--- src/rtl/ccff_loader_pkg.sv ---
// Shared types and constants for the configuration-chain stream loader.
package ccff_loader_pkg;

    localparam int unsigned BYTE_W    = 8;
    localparam int unsigned BIT_CNT_W = $clog2(BYTE_W + 1);

    typedef enum logic [1:0] {
        IDLE,
        LOAD,
        DONE,
        ERROR
    } state_e;

endpackage

--- src/rtl/ccff_byte_serializer.sv ---
// Byte-wide load/shift buffer, MSB first, with a count of bits still held.
module ccff_byte_serializer
    import ccff_loader_pkg::*;
(
    input  logic              clk_i,
    input  logic              rst_i,
    input  logic              load_i,
    input  logic              shift_i,
    input  logic              discard_i,
    input  logic [BYTE_W-1:0] data_i,
    output logic              bit_o,
    output logic              empty_o,
    output logic              last_bit_o,
    output logic              nonempty_next_o
);

    logic [BYTE_W-1:0]    buf_q, buf_d;
    logic [BIT_CNT_W-1:0] cnt_q, cnt_d;

    // A load on the same edge as the final shift replaces the spent bit, so
    // consecutive bytes stream without a gap.
    always_comb begin
        buf_d = buf_q;
        cnt_d = cnt_q;
        if (discard_i) begin
            buf_d = '0;
            cnt_d = '0;
        end else if (load_i) begin
            buf_d = data_i;
            cnt_d = BIT_CNT_W'(BYTE_W);
        end else if (shift_i && (cnt_q != '0)) begin
            buf_d = {buf_q[BYTE_W-2:0], 1'b0};
            cnt_d = cnt_q - BIT_CNT_W'(1);
        end
    end

    always_ff @(posedge clk_i) begin
        if (rst_i) begin
            buf_q <= '0;
            cnt_q <= '0;
        end else begin
            buf_q <= buf_d;
            cnt_q <= cnt_d;
        end
    end

    assign bit_o           = buf_q[BYTE_W-1];
    assign empty_o         = (cnt_q == '0);
    assign last_bit_o      = (cnt_q == BIT_CNT_W'(1));
    assign nonempty_next_o = (cnt_d != '0);

endmodule

--- src/rtl/ccff_stream_loader.sv ---
// Serializes handshaked bitstream bytes onto a tile's ccff chain and counts
// the ones that emerge from the chain tail while loading.
module ccff_stream_loader
    import ccff_loader_pkg::*;
#(
    parameter int unsigned CHAIN_LEN = 1024,
    parameter int unsigned STALL_MAX = 255,
    parameter int unsigned CNT_W     = $clog2(CHAIN_LEN + 1)
) (
    input  logic              prog_clk,
    input  logic              pReset,
    input  logic              start,
    input  logic              abort,
    input  logic [7:0]        data_in,
    input  logic              data_valid,
    output logic              data_ready,
    output logic              ccff_head,
    output logic              ccff_shift_en,
    input  logic              ccff_tail,
    output logic              busy,
    output logic              done,
    output logic              error,
    output logic [CNT_W-1:0]  tail_ones
);

    localparam int unsigned STALL_W = $clog2(STALL_MAX + 1);

    state_e             state_q, state_d;
    logic [CNT_W-1:0]   bits_left_q, bits_left_d;
    logic [CNT_W-1:0]   tail_q, tail_d;
    logic [STALL_W-1:0] stall_q, stall_d;
    logic               shift_en_q, shift_en_d;

    logic ser_load, ser_shift, ser_discard;
    logic ser_bit, ser_empty, ser_last, ser_nonempty_next;
    logic accept;

    ccff_byte_serializer u_ser (
        .clk_i           (prog_clk),
        .rst_i           (pReset),
        .load_i          (ser_load),
        .shift_i         (ser_shift),
        .discard_i       (ser_discard),
        .data_i          (data_in),
        .bit_o           (ser_bit),
        .empty_o         (ser_empty),
        .last_bit_o      (ser_last),
        .nonempty_next_o (ser_nonempty_next)
    );

    // A byte is wanted only while the chain still needs bits beyond the one on ccff_head.
    assign data_ready = (state_q == LOAD) &&
                        (ser_empty || (ser_last && (bits_left_q > CNT_W'(1))));
    assign accept     = data_ready && data_valid;

    always_comb begin
        state_d     = state_q;
        bits_left_d = bits_left_q;
        tail_d      = tail_q;
        stall_d     = stall_q;
        ser_load    = 1'b0;
        ser_shift   = 1'b0;
        ser_discard = 1'b0;

        if (abort) begin
            state_d     = IDLE;
            stall_d     = '0;
            ser_discard = 1'b1;
            if (shift_en_q && ccff_tail) begin
                tail_d = tail_q + CNT_W'(1);
            end
        end else begin
            unique case (state_q)
                IDLE, DONE, ERROR: begin
                    if (start) begin
                        state_d     = LOAD;
                        bits_left_d = CNT_W'(CHAIN_LEN);
                        tail_d      = '0;
                        stall_d     = '0;
                        ser_discard = 1'b1;
                    end
                end
                LOAD: begin
                    ser_load = accept;
                    if (shift_en_q) begin
                        ser_shift   = 1'b1;
                        bits_left_d = bits_left_q - CNT_W'(1);
                        if (ccff_tail) begin
                            tail_d = tail_q + CNT_W'(1);
                        end
                    end
                    if (accept) begin
                        stall_d = '0;
                    end else if (ser_empty) begin
                        stall_d = stall_q + STALL_W'(1);
                    end
                    if (shift_en_q && (bits_left_q == CNT_W'(1))) begin
                        state_d     = DONE;
                        ser_discard = 1'b1;
                    end else if (!accept && ser_empty &&
                                 (stall_q == STALL_W'(STALL_MAX - 1))) begin
                        state_d = ERROR;
                    end
                end
                default: state_d = IDLE;
            endcase
        end

        shift_en_d = (state_d == LOAD) && ser_nonempty_next && (bits_left_d != '0);
    end

    always_ff @(posedge prog_clk) begin
        if (pReset) begin
            state_q     <= IDLE;
            bits_left_q <= '0;
            tail_q      <= '0;
            stall_q     <= '0;
            shift_en_q  <= 1'b0;
        end else begin
            state_q     <= state_d;
            bits_left_q <= bits_left_d;
            tail_q      <= tail_d;
            stall_q     <= stall_d;
            shift_en_q  <= shift_en_d;
        end
    end

    assign ccff_head     = ser_bit;
    assign ccff_shift_en = shift_en_q;
    assign busy          = (state_q == LOAD);
    assign done          = (state_q == DONE);
    assign error         = (state_q == ERROR);
    assign tail_ones     = tail_q;

endmodule

--- config.mk ---
export PLATFORM = sky130hd
export DESIGN_NAME = ccff_stream_loader
export DESIGN_NICKNAME = d
export VERILOG_FILES = /design/src/rtl/ccff_loader_pkg.sv /design/src/rtl/ccff_byte_serializer.sv /design/src/rtl/ccff_stream_loader.sv
export SDC_FILE = /design/constraint.sdc
export NUM_CORES = 1
export LEC_CHECK = 0
export ABC_CLOCK_PERIOD_IN_PS = 5580
export CAP_MARGIN = 0
export CORE_MARGIN = 2
export CORE_UTILIZATION = 40
export CTS_CLUSTER_DIAMETER = 30
export DETAILED_ROUTE_END_ITERATION = 16
export GPL_ROUTABILITY_DRIVEN = 0
export PLACE_DENSITY = 0.65
export SLEW_MARGIN = 20
export SYNTH_ARGS = -nofsm -noshare
export SYNTH_HDL_FRONTEND = slang
export SYNTH_SLANG_ARGS = --single-unit
--- constraint.sdc ---
create_clock -name prog_clk -period 5.58 [get_ports prog_clk]
set_input_delay 1.116 -clock prog_clk [delete_from_list [all_inputs] [get_ports prog_clk]]
set_output_delay 1.116 -clock prog_clk [all_outputs]
set_load 0.005 [all_outputs]
==> flow_metrics.tcl <==
set metrics [dict create \
    timing.final.crit_share 0.589 \
    wirelength_um 5850 \
    seq_area_frac_synth 0.351 \
    row_count 29 \
    die_h_um 84.2 \
    clk_pin_slew_ns 0.08 \
    wl_per_cell_um 14.2 \
    cts_setup_buffers 0 \
    p_sw_frac 0.221 \
    critPathRequiredTime_ns 4.46 \
    die_x_um 84.2 \
    drt_iter0_drc 154 \
    yosys_warnings 0 \
    cts_root_buf "clkbuf_8" \
    timing.critical_path.buf_inv 1 \
    drv_cap 0 \
    crit_type "register to output port" \
    dpl_cell_area_sq_um 2890 \
    clk_latency_ns 0.30 \
    total_leakage_power_nw 1.05 \
    grt_pass1_wl_um 9780 \
    clock_sinks 45 \
    rsz0062_at_grt "no" \
    status "finished clean" \
    post-synth-top-area-cell "dfxtp_1" \
    async_flop_share 0 \
    crit_arrival_ns 2.17 \
    die_area_sq_um 7080 \
    fin_crit_ns 3.29 \
    cp-start-kind "register" \
    fin_hold_ws_ns 0.487 \
    internal_power_uw 487 \
    hold_viol 0 \
    synth.top_cell.area_share 0.351 \
    min_path_type "register to register" \
    slew_headroom 0.505 \
    fin_skew_ns 0.00396 \
    p_per_area_nw_per_um2 208 \
    grt_pass1_vias 2021 \
    critPathMaxFanout 7 \
    grt_antenna_before_repair 0 \
    totalPowerFinal_uw 625 \
    start_util 0.409 \
    clock_path_buffers 2 \
    synth_flop_cell "dfxtp_1" \
    switchingPower_uw 138 \
    synth_cell_types 58 \
    dpl.cell_count 405 \
    setup_viol 0 \
    drc 0 \
    top_level_ports 31 \
    fin_cells 413 \
    grt_max_degree 17 \
    drtPass1Iterations 4 \
    critPathTopFamily "simple AND/OR/NAND/NOR gates" \
    stdcell_area_sq_um 3010 \
    worst_pin_slew_ns 0.732 \
    hpwl_um 4190 \
    ctsHoldBuffers 0 \
    combPwrFrac 0.068 \
    grt_use_total 0.165 \
    synthCells 312 \
    crit_path_end_kind "output port" \
    synthTopCellsByArea "dfxtp_1 35%, nor2_1 6.4%, nand3_1 4.1%" \
    numCtsBuffers 5 \
    antenna-diode-count 0 \
    cts_resized 0 \
    crit_chain "nor4_4 -> nand4_1 -> and3_1 -> clkdlybuf4s50_1" \
    peakVddDrop_mv 0.0929 \
    drive_above_1_share 0.0536 \
    synth_edf_count 0 \
    synth_seq_cells 45 \
    pwr-share-seq 0.522 \
    htree_levels 2 \
    area_growth_pct 17.0 \
    syn_area_sq_um 2570 \
    coreArea_sq_um 6280 \
    synthTopCellsByCount "45 x dfxtp_1, 44 x nor2_1, 21 x nand3_1" \
    fin_nets 357 \
    synth_nets 334 \
    setup-tns-final_ns 0 \
    syn_area_per_cell_sq_um 8.24 \
    grt_overflow 0 \
    cts_tree "done" \
    vias 2359 \
    p_clk_frac 0.411 \
    timing.fmax_ghz 0.304 \
    avgViaCountPerCell 5.71 \
    slowest_stage "nor4_4" \
    port-buffer-count 30 \
    finalMaxSlewViolations 0 \
    ant_nets 0 \
    synth_most_common_cell "dfxtp_1" \
    slowest_delay_ns 0.48 \
]
[state kept, by name (all words and copies together) (netlist names)]
| signal | flops |
|---|---|
| tail_ones | 11 |
| u_ser.cnt_q | 4 |
| stall_q | 8 |
| u_ser.buf_q | 8 |
| ccff_shift_en | 1 |
| bits_left_q | 11 |
| state_q | 2 |
[cells by family (layout without fill, tap and decap cells)]
| kind of cell | Yosys count | count (layout) | synth area share |
|---|---|---|---|
| xor+xnor | 11 | 11 | 0.0375 |
| simple gates | 146 | 146 | 0.309 |
| flops | 45 | 45 | 0.351 |
| mux | 10 | 10 | 0.0394 |
| compound gates | 68 | 68 | 0.181 |
| buf+inv | 24 | 48 | 0.0438 |
| fa+ha+maj | 8 | 8 | 0.0389 |
[layout by cell type (no fill, tap or decap), types with 3 or more instances in the layout]
cell type / netlist / final
nor2_1: 44 / 44
a31oi_1: 8 / 8
inv_1: 10 / 10
xnor2_1: 7 / 7
xor2_1: 4 / 4
clkbuf_8: 0 / 6
nand2b_1: 5 / 5
and2_1: 6 / 6
mux2i_1: 9 / 9
a21oi_1: 16 / 16
nor2b_1: 6 / 6
clkdlybuf4s50_1: 0 / 30
and3_1: 4 / 4
o211ai_1: 4 / 4
o21ai_0: 8 / 8
dfxtp_1: 45 / 45
ha_1: 8 / 8
a41oi_1: 4 / 4
nor3_1: 9 / 9
or3_1: 5 / 5
nand3_1: 21 / 21
nand4_1: 9 / 9
nand2_1: 17 / 17
a211oi_1: 10 / 10
o21a_1: 3 / 3
[per-stage QoR]
step                      utilization  worst slack, ns
after floorplan                     -             3.16
after global placement          0.461             2.40
after detailed placement        0.461             2.32
after CTS                       0.479             2.27
after global routing            0.479             2.18
final                           0.479             2.29
[layout make-up]
class / count / area (sq um)
Clock buffer: 7 / 86.3
Clock inverter: 1 / 30.0
Fill cell: 637 / 3270
Inverter: 10 / 37.5
Multi-Input combinational cell: 243 / 1560
Sequential cell: 45 / 901
Tap cell: 77 / 96.3
Timing Repair Buffer: 30 / 300
[power groups by stage]
| stage | Sequential (mW) | Combinational (mW) | Clock, mW |
|---|---|---|---|
| global route | 0.327 | 0.0460 | 0.281 |
| CTS | 0.326 | 0.0421 | 0.265 |
| global placement | 0.334 | 0.0415 | 0 |
| floorplan | 0.333 | 0.0246 | 0 |
| detailed placement | 0.334 | 0.0418 | 0 |
| finish | 0.326 | 0.0423 | 0.257 |
[path summary, 6_finish.rpt]
kind         slack (ns)                        start  cells past startpoint                           to
min reg2reg        0.49  u_ser.buf_q[0]$_SDFFE_PP0P_                      2  u_ser.buf_q[0]$_SDFFE_PP0P_
max                2.29    bits_left_q[5]$_SDFF_PP0_                      4                   data_ready
min                0.49  u_ser.buf_q[0]$_SDFFE_PP0P_                      2  u_ser.buf_q[0]$_SDFFE_PP0P_
max reg2reg        3.40    u_ser.cnt_q[0]$_SDFF_PP0_                      7    u_ser.cnt_q[2]$_SDFF_PP0_
[tightest hold or removal path, cell delays in order (launching register included)]
cell	delay [ns]
dfxtp_1	0.32
nand3_1	0.06
a21oi_1	0.06
[metal layers]
metal	routed length [um]	track usage	vias to the layer above
met5	0	0	-
met4	59	0.0440	0
met3	208	0.0295	4
met2	2720	0.261	51
met1	2860	0.232	1111
li1	-	-	1193
Power figures use the tool's default switching activity.
